### src/rtl/rv32_pkg.sv
`default_nettype none
// ============================================================================
// Module      : rv32_pkg
// Description : Shared definitions for the RV32IM front-end control-flow
//               logic: datapath width, conditional-branch funct3 encodings,
//               2-bit bimodal counter states, redirect FSM state type and the
//               saturating counter update helper.
// Revision    : 1.0 - initial release
// ============================================================================
package rv32_pkg;

    localparam int XLEN = 32;

    // Conditional-branch funct3 encodings
    localparam logic [2:0] F3_BEQ  = 3'b000;
    localparam logic [2:0] F3_BNE  = 3'b001;
    localparam logic [2:0] F3_BLT  = 3'b100;
    localparam logic [2:0] F3_BGE  = 3'b101;
    localparam logic [2:0] F3_BLTU = 3'b110;
    localparam logic [2:0] F3_BGEU = 3'b111;

    // Bimodal 2-bit counter states; bit 1 is the taken prediction
    localparam logic [1:0] CNT_SNT = 2'b00;
    localparam logic [1:0] CNT_WNT = 2'b01;
    localparam logic [1:0] CNT_WT  = 2'b10;
    localparam logic [1:0] CNT_ST  = 2'b11;

    typedef enum logic [0:0] {
        ST_RUN      = 1'b0,
        ST_REDIRECT = 1'b1
    } bru_state_e;

    // Saturating increment on taken, saturating decrement on not-taken
    function automatic logic [1:0] sat_update(input logic [1:0] cnt, input logic taken);
        logic [1:0] res;
        res = cnt;
        if (taken) begin
            if (cnt != CNT_ST) res = cnt + 2'd1;
        end else begin
            if (cnt != CNT_SNT) res = cnt - 2'd1;
        end
        return res;
    endfunction

endpackage
`default_nettype wire

### src/rtl/bht_2bit.sv
`default_nettype none
// ============================================================================
// Module      : bht_2bit
// Description : Branch history table of 2**IDX_W bimodal 2-bit counters.
//               Combinational read port, one saturating-update write port.
//               A read of the entry being written returns the pre-update
//               value (no bypass). All entries reset to weakly not-taken.
// Ports       : clk, rst_n       - clock, async active-low reset
//               rd_idx / rd_cnt  - read index / counter value
//               wr_en, wr_idx    - update enable / index
//               wr_taken         - resolved direction for the update
// Revision    : 1.0 - initial release
// ============================================================================
module bht_2bit
    import rv32_pkg::*;
#(
    parameter int IDX_W = 6
) (
    input  logic             clk,
    input  logic             rst_n,
    input  logic [IDX_W-1:0] rd_idx,
    output logic [1:0]       rd_cnt,
    input  logic             wr_en,
    input  logic [IDX_W-1:0] wr_idx,
    input  logic             wr_taken
);

    localparam int ENTRIES = 2 ** IDX_W;

    logic [1:0] table_w [ENTRIES];

    generate
        for (genvar gi = 0; gi < ENTRIES; gi++) begin : g_entry
            logic [1:0] cnt_d;
            logic [1:0] cnt_q;

            always_comb begin
                cnt_d = cnt_q;
                if (wr_en && (wr_idx == IDX_W'(gi))) begin
                    cnt_d = sat_update(cnt_q, wr_taken);
                end
            end

            always_ff @(posedge clk or negedge rst_n) begin
                if (!rst_n) cnt_q <= CNT_WNT;
                else        cnt_q <= cnt_d;
            end

            assign table_w[gi] = cnt_q;
        end
    endgenerate

    assign rd_cnt = table_w[rd_idx];

endmodule
`default_nettype wire

### src/rtl/branch_redirect_unit.sv
`default_nettype none
// ============================================================================
// Module      : branch_redirect_unit
// Description : Front-end control-flow sequencer. Predicts conditional
//               branches in ID from a bimodal BHT, resolves them in EX and
//               sequences PC redirects and pipeline flushes.
// Ports       : clk, rst_n, stall                  - clock/reset/hazard stall
//               id_*            (in)  ID instruction info
//               id_pred_taken   (out) ID branch prediction
//               ex_*            (in)  EX instruction info and resolution
//               pc_sel/pc_target(out) PC mux control and redirect address
//               flush_if_id/flush_id_ex (out) pipeline squash
//               branch_count/mispred_count (out) saturating perf counters
// Revision    : 1.0 - initial release
// ============================================================================
module branch_redirect_unit
    import rv32_pkg::*;
#(
    parameter int XLEN_P    = XLEN,
    parameter int BHT_IDX_W = 6,
    parameter int CNT_W     = 32
) (
    input  logic              clk,
    input  logic              rst_n,
    input  logic              stall,
    input  logic              id_valid,
    input  logic              id_branch,
    input  logic [XLEN_P-1:0] id_pc,
    input  logic [XLEN_P-1:0] id_target,
    output logic              id_pred_taken,
    input  logic              ex_valid,
    input  logic              ex_branch,
    input  logic              ex_jump,
    input  logic [XLEN_P-1:0] ex_pc,
    input  logic [XLEN_P-1:0] ex_target,
    input  logic              ex_taken,
    input  logic              ex_pred_taken,
    output logic              pc_sel,
    output logic [XLEN_P-1:0] pc_target,
    output logic              flush_if_id,
    output logic              flush_id_ex,
    output logic [CNT_W-1:0]  branch_count,
    output logic [CNT_W-1:0]  mispred_count
);

    bru_state_e        state_d, state_q;
    logic [XLEN_P-1:0] target_d, target_q;
    logic [CNT_W-1:0]  branch_count_d, branch_count_q;
    logic [CNT_W-1:0]  mispred_count_d, mispred_count_q;

    logic [1:0]        bht_rd_cnt;
    logic              ex_fire;
    logic              ex_mispred;
    logic              bht_wr_en;
    logic [XLEN_P-1:0] ex_fix_target;

    logic unused_id_pc_bits;
    assign unused_id_pc_bits = ^{id_pc[XLEN_P-1:BHT_IDX_W+2], id_pc[1:0]};

    bht_2bit #(
        .IDX_W (BHT_IDX_W)
    ) u_bht (
        .clk      (clk),
        .rst_n    (rst_n),
        .rd_idx   (id_pc[BHT_IDX_W+1:2]),
        .rd_cnt   (bht_rd_cnt),
        .wr_en    (bht_wr_en),
        .wr_idx   (ex_pc[BHT_IDX_W+1:2]),
        .wr_taken (ex_taken)
    );

    // EX only resolves once per instruction: a stalled EX slot is seen again
    // next cycle, so resolution waits for the cycle it actually advances.
    // Everything in EX while redirecting is wrong-path and ignored.
    always_comb begin
        ex_fire       = (state_q == ST_RUN) && ex_valid && !stall;
        ex_mispred    = ex_fire && ((ex_branch && (ex_taken != ex_pred_taken)) || ex_jump);
        bht_wr_en     = ex_fire && ex_branch;
        ex_fix_target = (ex_taken || ex_jump) ? ex_target : (ex_pc + XLEN_P'(4));
    end

    always_comb begin
        state_d         = state_q;
        target_d        = target_q;
        branch_count_d  = branch_count_q;
        mispred_count_d = mispred_count_q;
        id_pred_taken   = 1'b0;
        pc_sel          = 1'b0;
        pc_target       = '0;
        flush_if_id     = 1'b0;
        flush_id_ex     = 1'b0;

        case (state_q)
            ST_RUN: begin
                id_pred_taken = id_valid && id_branch && bht_rd_cnt[1];
                // A same-cycle EX mispredict does not suppress this: the ID
                // redirect drives now and the older EX redirect overrides it
                // on the following cycle.
                if (id_pred_taken && !stall) begin
                    pc_sel      = 1'b1;
                    pc_target   = id_target;
                    flush_if_id = 1'b1;
                end
                if (ex_fire && ex_branch && (branch_count_q != '1)) begin
                    branch_count_d = branch_count_q + CNT_W'(1);
                end
                if (ex_mispred) begin
                    state_d  = ST_REDIRECT;
                    target_d = ex_fix_target;
                    if (mispred_count_q != '1) begin
                        mispred_count_d = mispred_count_q + CNT_W'(1);
                    end
                end
            end
            ST_REDIRECT: begin
                pc_sel      = 1'b1;
                pc_target   = target_q;
                flush_if_id = 1'b1;
                flush_id_ex = 1'b1;
                if (!stall) state_d = ST_RUN;
            end
            default: begin
                state_d = ST_RUN;
            end
        endcase
    end

    always_ff @(posedge clk or negedge rst_n) begin
        if (!rst_n) begin
            state_q         <= ST_RUN;
            target_q        <= '0;
            branch_count_q  <= '0;
            mispred_count_q <= '0;
        end else begin
            state_q         <= state_d;
            target_q        <= target_d;
            branch_count_q  <= branch_count_d;
            mispred_count_q <= mispred_count_d;
        end
    end

    assign branch_count  = branch_count_q;
    assign mispred_count = mispred_count_q;

endmodule
`default_nettype wire
### config.mk
export PLATFORM = sky130hd
export DESIGN_NAME = branch_redirect_unit
export DESIGN_NICKNAME = d
export VERILOG_FILES = /design/src/rtl/rv32_pkg.sv /design/src/rtl/bht_2bit.sv /design/src/rtl/branch_redirect_unit.sv
export SDC_FILE = /design/constraint.sdc
export NUM_CORES = 1
export LEC_CHECK = 0
export ABC_CLOCK_PERIOD_IN_PS = 5000
export BUFFER_PORTS_ARGS = -buffer_cell sky130_fd_sc_hd__buf_4
export CAP_MARGIN = 5
export CORE_UTILIZATION = 61
export CTS_CLUSTER_SIZE = 10
export DETAILED_ROUTE_END_ITERATION = 7
export GPL_TIMING_DRIVEN = 0
export PLACE_DENSITY = 0.95
export RECOVER_POWER = 25
export REMOVE_ABC_BUFFERS = 1
export SLEW_MARGIN = 20
export SYNTH_ARGS = -nofsm -noshare
export SYNTH_HDL_FRONTEND = slang
export SYNTH_SLANG_ARGS = --single-unit
export TNS_END_PERCENT = 50
### constraint.sdc
create_clock -name clk -period 5 [get_ports clk]
set_input_delay 1 -clock clk [delete_from_list [all_inputs] [get_ports clk]]
set_output_delay 1 -clock clk [all_outputs]
set_load 0.1 [all_outputs]
After elaboration in Yosys (flattened, before gate mapping)
Index checks and enable logic that the tools add are counted.

Bits of input ports: 138. Logic and storage cells: 873. Flip-flop bits (word level): 225.

Add/sub/neg operators: 131. Bitwise logic cells: 2. Reductions and logical operators: 272. Eq/ne operators: 194. Multiplexer cells: 205. $lt $le $gt $ge: 1.

Operator list (count): two-way mux 2 bit (194); nonzero test 2 bit (128); AND reduction 3 bit (65); == test 6 bit, second input constant (32); adder 2 x 1 -> 2 bit, second input constant (64); inequality test 2 x 1 -> 1 bit, second input constant (64); inequality test 2 bit, second input constant (64); subtractor 2 x 1 -> 2 bit, second input constant (64); == test 6 x 5 -> 1 bit, second input constant (16); logical AND 1 bit (73); adder 32 x 1 -> 32 bit, second input constant (2); two-way mux 32 bit (2); inequality test 32 bit, second input constant (2); one-hot mux 32 bit (2 select lines) (1); == test 6 x 4 -> 1 bit, second input constant (8); adder 32 x 3 -> 32 bit, second input constant (1); == test 6 x 3 -> 1 bit, second input constant (4); binary-select mux 2 bit (select 6 bit) (1); == test 6 x 2 -> 1 bit, second input constant (2); greater-or-equal comparator 7 bit, second input constant (1); NOT 6 -> 7 bit (1); == test 6 x 1 -> 1 bit, second input constant (1); zero test 6 bit (1); two-way mux 1 bit (5); other kinds (6) (9).

Depth between registers and ports, before layout
Gate-level depths: netlist (run 1).

Depth in word-level cells: 8. Mapped depth: 8. Mapped depth without buffers: 7.

Modules after synthesis
A second synthesis (run 1) with hierarchy kept.

Cell total of the unflattened synthesis: 1520. Area total of the unflattened synthesis: 13640.6 um^2.

By module, submodules not included: bht_2bit (area an instance 8197.9 um^2, times used 1, cells an instance 946, sequential area each 3283.1 um^2); branch_redirect_unit (area an instance 5442.7 um^2, times used 1, cells an instance 574, sequential area each 2427.3 um^2).

Worst setup path before layout (run 1)
No wires, ideal clock.

Path type: input to output. From: input port id_pc[4]. To: output port pc_sel. Slack: -0.968 ns. Cell stages on the path: 8. Path buffers: 3. Data arrival time: 4.968 ns. Cell sequence: buf_4 buf_4 mux4_1 mux2i_1 a221oi_2 a22oi_4 o31ai_1 buf_4.

Longest elaborated chain between the ends: 8.

RTL lines: start: declaration (RTL line branch_redirect_unit.sv:28) `input logic [XLEN_P-1:0] id_pc,`; NOT 6 -> 7 bit (not written as such) (RTL line bht_2bit.sv:53) `assign rd_cnt = table_w[rd_idx];`; binary-select mux 2 bit (select 6 bit) (RTL line bht_2bit.sv:53); two-way mux 2 bit (not written as such) (2 in series) (RTL line bht_2bit.sv:53); logical AND 1 bit (RTL line branch_redirect_unit.sv:95) `id_pred_taken = id_valid && id_branch && bht_rd_cnt[1];`; logical AND 1 bit (RTL line branch_redirect_unit.sv:99) `if (id_pred_taken && !stall) begin`; two-way mux 1 bit; one-hot mux 1 bit (2 select lines); end: declaration (RTL line branch_redirect_unit.sv:38) `output logic pc_sel,`.

Every way passes these cells. The select of a mux whose other input is x is not followed.

Worst setup path after layout (run 1)
From: input port id_pc[3]. To: output port pc_target[31].

Longest elaborated chain between the ends: 8.

RTL lines: NOT 6 -> 7 bit (not written as such) (RTL line bht_2bit.sv:53); binary-select mux 2 bit (select 6 bit) (RTL line bht_2bit.sv:53); two-way mux 2 bit (not written as such) (2 in series) (RTL line bht_2bit.sv:53); logical AND 1 bit (RTL line branch_redirect_unit.sv:95); logical AND 1 bit (RTL line branch_redirect_unit.sv:99); two-way mux 32 bit (RTL line branch_redirect_unit.sv:99); one-hot mux 32 bit (2 select lines) (RTL line branch_redirect_unit.sv:93) `case (state_q)`; end: declaration (RTL line branch_redirect_unit.sv:39) `output logic [XLEN_P-1:0] pc_target,`.

Every way passes these cells. The select of a mux whose other input is x is not followed.

==> impl_results.md, run 1 <==
- Status: finished, violations left
- Failing checks: max-capacitance violations, max-slew violations
- Unrepaired setup endpoints after global routing: no
- Clock Skews: 0.01215 ns
- Synth top area share: 29.94%
- ANT nets after route: 0
- Switching Fraction: 35.17%
- Crit-path most repeated cell: buf_4
- Slew HR: -80.59%
- Sequential Power Share: 40.9%
- Vias in the first global route: 12,680
- Fill cells: 1,324
- Reg2Reg Setup Slack: 1.53 ns
- Gr usage total: 34.69%
- I/O Buffers: 211
- Largest net degree at the start of global routing: 96
- Setup violators final: 0
- EDFF count, synth: 0
- Final wirelength: 40.05 mm
- Final worst-path cycle share: 95.54%
- Gate power share: 23.1%
- Violation count after the first detailed-route iteration: 1,533
- Vias: 13,220
- Asr flop ratio synth: 100.0%
- Number of iterations in the first detailed-routing pass: 6
- # resized after CTS: 0
- Avg Vias per Cell: 6.703
- Final #Nets: 1,820
- DR WL/cell: 20.31 um
- TritonCTS buffer count: 27
- Clk pwr share: 36.0%
- Fraction of layout cells with a size suffix above 1: 23.63%
- Mapped Cells: 1,515
- Hold Fails Final Rpt: 0
- Clock edge transition at the registers on the reported setup and hold paths: 0.06 ns
- Synth top cells by count: 221 x nand2_1, 179 x o21ai_0, 161 x dfrtp_1
- Startpoint Class: input port
- Site row count: 53
- Worst vdd ir: 288.7 uV
- Bufs and invs on worst path: 3
- Synth unique cells: 75
- Die Wd: 150.5 um
- WP depth: 8
- # H-tree levels: 1
- Deepest clock path buffer count: 3
- Post-synthesis sequential element count: 225
- Slew Viols, Final: 47
- Clock Root Buffer: clkbuf_16
- Hold slack: 0.4832 ns
- Critical-path cell list: buf_4 -> mux4_1 -> mux2i_1 -> a221oi_2 -> a22oi_4 -> buf_16 -> o21ai_0 -> buf_4
- Internal power: 3.270 mW
- Detailed placement HPWL: 26.85 mm
- Core area: 21,350 um^2
- Starting density of the core: 63.01%
- Fin worst setup slack: 0.2232 ns
- GR Overflow Total: 0
- CTS tree: yes
- Clock sink total: 225
- Largest fanout on the critical path: 22
- Synth top area cells: dfrtp_1 30%, dfstp_2 12%, o21ai_0 6.7%
- Max incr delay on CP: 0.68 ns
- YS warnings: 0
- Hold path cells: 2
- Initial antenna violation count: 0
- Mean area per synthesized cell: 8.881 um^2
- Fmax: 209.3 MHz
- Total Die Area: 22,660 um^2
- Critical path arrival: 3.78 ns
- R2R cell count: 6
- DRC violations left: 0
- IO Pins: 238
- Post-Place Setup Slack: 0.2703 ns
- Worst slew pin tran: 2.709 ns
- First-pass GRT wire length: 62.56 mm
- Antenna fix cells: 0
- Area leader, netlist: dfrtp_1
- Clock latency on the worst-skew pair: 0.55 ns
- Critical path type: in2out
- Worst min-delay path category: reg2reg
- Syn Std Cell Area: 13,460 um^2
- CP max-delay cell: a22oi_4
- Synth Flop Type: dfrtp_1
- CP required: 4.00 ns
- Fin crit period: 4.777 ns
- Crit. End Element: output port
- Register area share after synthesis: 42.44%
- Max_cap viols: 1
- Post-CTS Setup Bufs: 0
- Worst path top cell family by delay: multiplexers
- Most frequent cell after synthesis: nand2_1
- Area Overhead vs Synth: 18.46%
- Pleak: 6.368 nW
- Die H: 150.5 um
- Cts hold-fix bufs: 0
- GPL Wtd Cong: 0.9333
- PD cells: 316.4 nW/um^2
- NetSw: 1.774 mW
==> tightest hold or removal path, delay by kind of cell (launching register included) <==
kind / cells / cell delay (ns)
AO/OA/AOI/OAI: 1 / 0.06
flip-flops: 1 / 0.34
AND/OR/NAND/NOR: 1 / 0.05
==> metal layers <==
metal  global-route usage [%]  share of wire (%)  up-vias
met5                        0                  0        -
met4                    17.78                5.0        0
met3                    7.121                9.9      174
met2                    58.50                 49      827
met1                    41.95                 36     6341
li1                         -                  -     5876
==> stage by stage <==
step | instances | util, % | instance area, um^2 | total power [mW] | setup TNS, ns
4_1_cts | 1972 | 74.73 | 15960 | 5.029 | 0
3_5_place_dp | 1922 | 71.02 | 15160 | 3.235 | 0
2_1_floorplan | 1428 | - | 13050 | 2.830 | -9.376
5_1_grt | 1972 | 74.65 | 15940 | 5.185 | 0
6_report | 1972 | 74.65 | 15940 | 5.044 | 0
3_3_place_gp | 1914 | 70.12 | 14970 | 3.175 | -18.51
==> power groups by stage <==
stage	combinational (mW)	sequential [mW]	clock, mW
6_report	1.16	2.06	1.82
5_1_grt	1.22	2.07	1.89
4_1_cts	1.16	2.06	1.81
3_5_place_dp	1.15	2.08	0
3_3_place_gp	1.10	2.07	0
2_1_floorplan	0.497	2.33	0
==> worst paths after layout <==
kind | startpoint | to
min in group asynchronous | rst_n | mispred_count[24]
max in group asynchronous | rst_n | state_q
hold reg to reg | target_q[4] | target_q[4]
setup / recovery | id_pc[3] | pc_target[31]
hold / removal | target_q[4] | target_q[4]
setup reg to reg | state_q | u_bht.g_entry[46].cnt_q[0]
==> flip-flops by register name (all words and copies together), names as in the netlist <==
name                 cells
mispred_count           32
state_q                  1
target_q                32
u_bht.g_entry.cnt_q    128
branch_count            32
==> cells by family after synthesis <==
logic type / count (synthesis) / share of synthesized area (%)
XOR/XNOR: 73 / 4.752
flip-flops: 225 / 42.44
adder cells (fa/ha/maj): 7 / 0.6323
multiplexers: 37 / 4.575
buffers and inverters: 117 / 3.887
AO/OA/AOI/OAI: 423 / 19.18
AND/OR/NAND/NOR: 633 / 24.53
==> layout make-up <==
type                            count  area (um^2)  area share [%]
Clock buffer                       48        774.5           4.859
Inverter                           30        113.9          0.7143
Clock inverter                      2        17.52          0.1099
Tap cell                          275        344.1           2.159
Timing Repair Buffer              219         1717           10.77
Multi-Input combinational cell   1173         7261           45.55
Sequential cell                   225         5712           35.83
==> layout by cell type (no fill, tap or decap), types with 10 or more instances in the layout <==
master | synthesis | layout
nand2_1 | 221 | 221
buf_4 | 5 | 212
o21ai_0 | 179 | 179
dfrtp_1 | 161 | 160
a21oi_1 | 95 | 94
nor2_1 | 75 | 73
nand3_1 | 67 | 67
dfstp_2 | 64 | 64
xnor2_1 | 50 | 50
nor3_1 | 50 | 48
a31oi_1 | 40 | 40
nand4_1 | 34 | 34
nor3b_1 | 31 | 31
o21ai_2 | 29 | 29
inv_1 | 29 | 29
clkbuf_16 | 0 | 27
nand3b_1 | 23 | 23
xor2_1 | 23 | 23
a221o_1 | 23 | 23
nor4_1 | 20 | 20
clkbuf_1 | 56 | 20
o31ai_1 | 19 | 19
mux2i_1 | 18 | 18
or2_2 | 17 | 18
and3_1 | 17 | 17
and2_1 | 17 | 17
mux4_1 | 11 | 11
a211oi_1 | 10 | 10
(Power assumes the default switching activity.)
==> run 2, diff against run 1 <==
GPL_TIMING_DRIVEN = unset   (was 0)
==> run 2 against run 1 <==
The run still ends with max-capacitance violations, max-slew violations left. Via count about the same. Cell area down 0.30%. Utilization shrank 0.22 points.
==> impl_results.md, run 2 (synthesis results as in run 1) <==
- Gr usage total: 34.66% (was 34.69%)
- Unrepaired setup endpoints after global routing: no (unchanged)
- IO Pins: 238 (unchanged)
- Largest net degree at the start of global routing: 134 (was 96)
- Commonest non-fill, non-tap cell in the layout: buf_4 (was nand2_1)
- Fin crit period: 4.187 ns (was 4.777 ns)
- Pleak: 6.374 nW (was 6.368 nW)
- Violation count after the first detailed-route iteration: 1,397 (was 1,533)
- Post-placement cell count: 1,931 (was 1,922)
- Max reg flops: 128 (unchanged)
- Fmax: 238.9 MHz (was 209.3 MHz)
- Final wirelength: 39.74 mm (was 40.05 mm)
- Status: finished, violations left (unchanged)
- CTS tree: yes (unchanged)
- Initial antenna violation count: 0 (unchanged)
- Sequential Power Share: 41.3% (was 40.9%)
- Clock Skews: 0.006846 ns (was 0.01215 ns)
- Avg Vias per Cell: 6.687 (was 6.703)
- Critical path arrival: 3.19 ns (was 3.78 ns)
- CP max-delay cell: mux4_1 (was a22oi_4)
- Fraction of layout cells with a size suffix above 1: 23.69% (was 23.63%)
- Setup violators final: 0 (unchanged)
- Post-CTS Setup Bufs: 0 (unchanged)
- Worst vdd ir: 278.9 uV (was 288.7 uV)
- Clock latency on the worst-skew pair: 0.53 ns (was 0.55 ns)
- Final #Nets: 1,828 (was 1,820)
- Bufs and invs on worst path: 3 (unchanged)
- First-pass GRT wire length: 62.25 mm (was 62.56 mm)
- Reg2Reg Setup Slack: 1.54 ns (was 1.53 ns)
- Hold Fails Final Rpt: 0 (unchanged)
- Clock sink total: 225 (unchanged)
- Slew HR: -119.2% (was -80.59%)
- ANT nets after route: 0 (unchanged)
- Cts hold-fix bufs: 0 (unchanged)
- Slew Viols, Final: 134 (was 47)
- Vias in the first global route: 12,500 (was 12,680)
- Startpoint Class: input port (unchanged)
- Switching Fraction: 34.59% (was 35.17%)
- Die H: 150.5 um (unchanged)
- Critical path type: in2out (unchanged)
- # H-tree levels: 1 (unchanged)
- Max_cap viols: 1 (unchanged)
- Clk pwr share: 35.4% (was 36.0%)
- GR Overflow Total: 0 (unchanged)
- Failing checks: max-capacitance violations, max-slew violations (unchanged)
- Detailed placement HPWL: 26.76 mm (was 26.85 mm)
- Gate power share: 23.4% (was 23.1%)
- DRC violations left: 0 (unchanged)
- Internal power: 3.248 mW (was 3.270 mW)
- CP required: 4.00 ns (about the same)
- # resized after CTS: 0 (unchanged)
- Hold slack: 0.4878 ns (was 0.4832 ns)
- Final worst-path cycle share: 83.73% (was 95.54%)
- Site row count: 53 (unchanged)
- Commonest cells after routing, fill and taps aside: 225 x buf_4, 221 x nand2_1, 179 x o21ai_0 (was 221 x nand2_1, 212 x buf_4, 179 x o21ai_0)
- Critical-path cell list: buf_4 -> mux4_1 -> mux2i_1 -> a221oi_2 -> a22oi_4 -> buf_12 -> o21ai_0 -> buf_4 (was buf_4 -> mux4_1 -> mux2i_1 -> a221oi_2 -> a22oi_4 -> buf_16 -> o21ai_0 -> buf_4)
- Starting density of the core: 63.01% (unchanged)
- Die Wd: 150.5 um (unchanged)
- Total Die Area: 22,660 um^2 (unchanged)
- Clock Root Buffer: clkbuf_16 (unchanged)
- Worst path top cell family by delay: multiplexers (unchanged)
- Vias: 13,210 (was 13,220)
- Area Overhead vs Synth: 18.10% (was 18.46%)
- Clock edge transition at the registers on the reported setup and hold paths: 0.06 ns (about the same)
- PD cells: 312.5 nW/um^2 (was 316.4 nW/um^2)
- NetSw: 1.718 mW (was 1.774 mW)
- Largest fanout on the critical path: 34 (was 22)
- Final Instance Count excl. Fillers: 1,976 (was 1,972)
- DR WL/cell: 20.11 um (was 20.31 um)
- I/O Buffers: 211 (unchanged)
- GPL Wtd Cong: 0.9433 (was 0.9333)
- Worst min-delay path category: reg2reg (unchanged)
- Fin worst setup slack: 0.8135 ns (was 0.2232 ns)
- Antenna fix cells: 0 (unchanged)
- TritonCTS buffer count: 26 (was 27)
- Crit. End Element: output port (unchanged)
- Number of iterations in the first detailed-routing pass: 6 (unchanged)
- Crit-path most repeated cell: buf_4 (unchanged)
- Post-Place Setup Slack: 0.8461 ns (was 0.2703 ns)
- Core area: 21,350 um^2 (unchanged)
- Max incr delay on CP: 0.60 ns (was 0.68 ns)
- Worst slew pin tran: 3.288 ns (was 2.709 ns)
- Reg with most FFs: u_bht.g_entry.cnt_q (unchanged)
- Deepest clock path buffer count: 3 (unchanged)
[run 2: cell count changes in the layout (fill, tap and decap cells not counted), sizes merged]
| cell | before | now |
|---|---|---|
| inv | 31 | 29 |
| clkbuf | 50 | 47 |
| buf | 217 | 226 |
[run 2: routing by layer]
metal	GRT usage [%]	up-vias	wire length (um)
met1	42.81	6332	14340
met4	16.82	0	2000
li1	-	5883	-
met3	7.030	186	3831
met5	0	-	0
met2	57.95	813	19570
[run 2: cell type report]
type / count / area (um^2)
well taps: 275 / 344.1
multi-input cells: 1173 / 7242
flip-flops and latches: 225 / 5710
fillers: 1373 / 5461
clock buffers: 45 / 763.2
inverters: 30 / 112.6
repair buffers: 228 / 1719
[run 2: worst min-delay path: stages (launching register included)]
cell	delay [ns]
dfrtp_1	0.34
nand2_1	0.05
o21ai_0	0.06
[run 2: stage by stage]
step	setup TNS, ns	instance area (um^2)	power (mW)	utilization (%)
floorplan	-9.376	13050	2.830	-
global placement	0	15130	3.189	70.86
detailed placement	0	15140	3.218	70.88
CTS	0	15900	4.956	74.46
global route	0	15890	5.102	74.42
finish	0	15890	4.967	74.42
[run 2: power by group through the flow]
stage | registers [mW] | clock network (mW) | logic [mW]
floorplan | 2.33 | 0 | 0.497
global placement | 2.06 | 0 | 1.12
detailed placement | 2.07 | 0 | 1.15
CTS | 2.04 | 1.76 | 1.16
global route | 2.06 | 1.82 | 1.21
finish | 2.05 | 1.76 | 1.16
[run 2: final timing paths]
kind,startpoint,end,depth (start not counted)
setup / recovery,id_pc[3],pc_target[31],8
hold / removal,target_q[9],target_q[9],2
setup reg to reg,state_q,u_bht.g_entry[57].cnt_q[0],6
hold reg to reg,target_q[9],target_q[9],2
max in group asynchronous,rst_n,branch_count[24],2
min in group asynchronous,rst_n,u_bht.g_entry[5].cnt_q[1],1
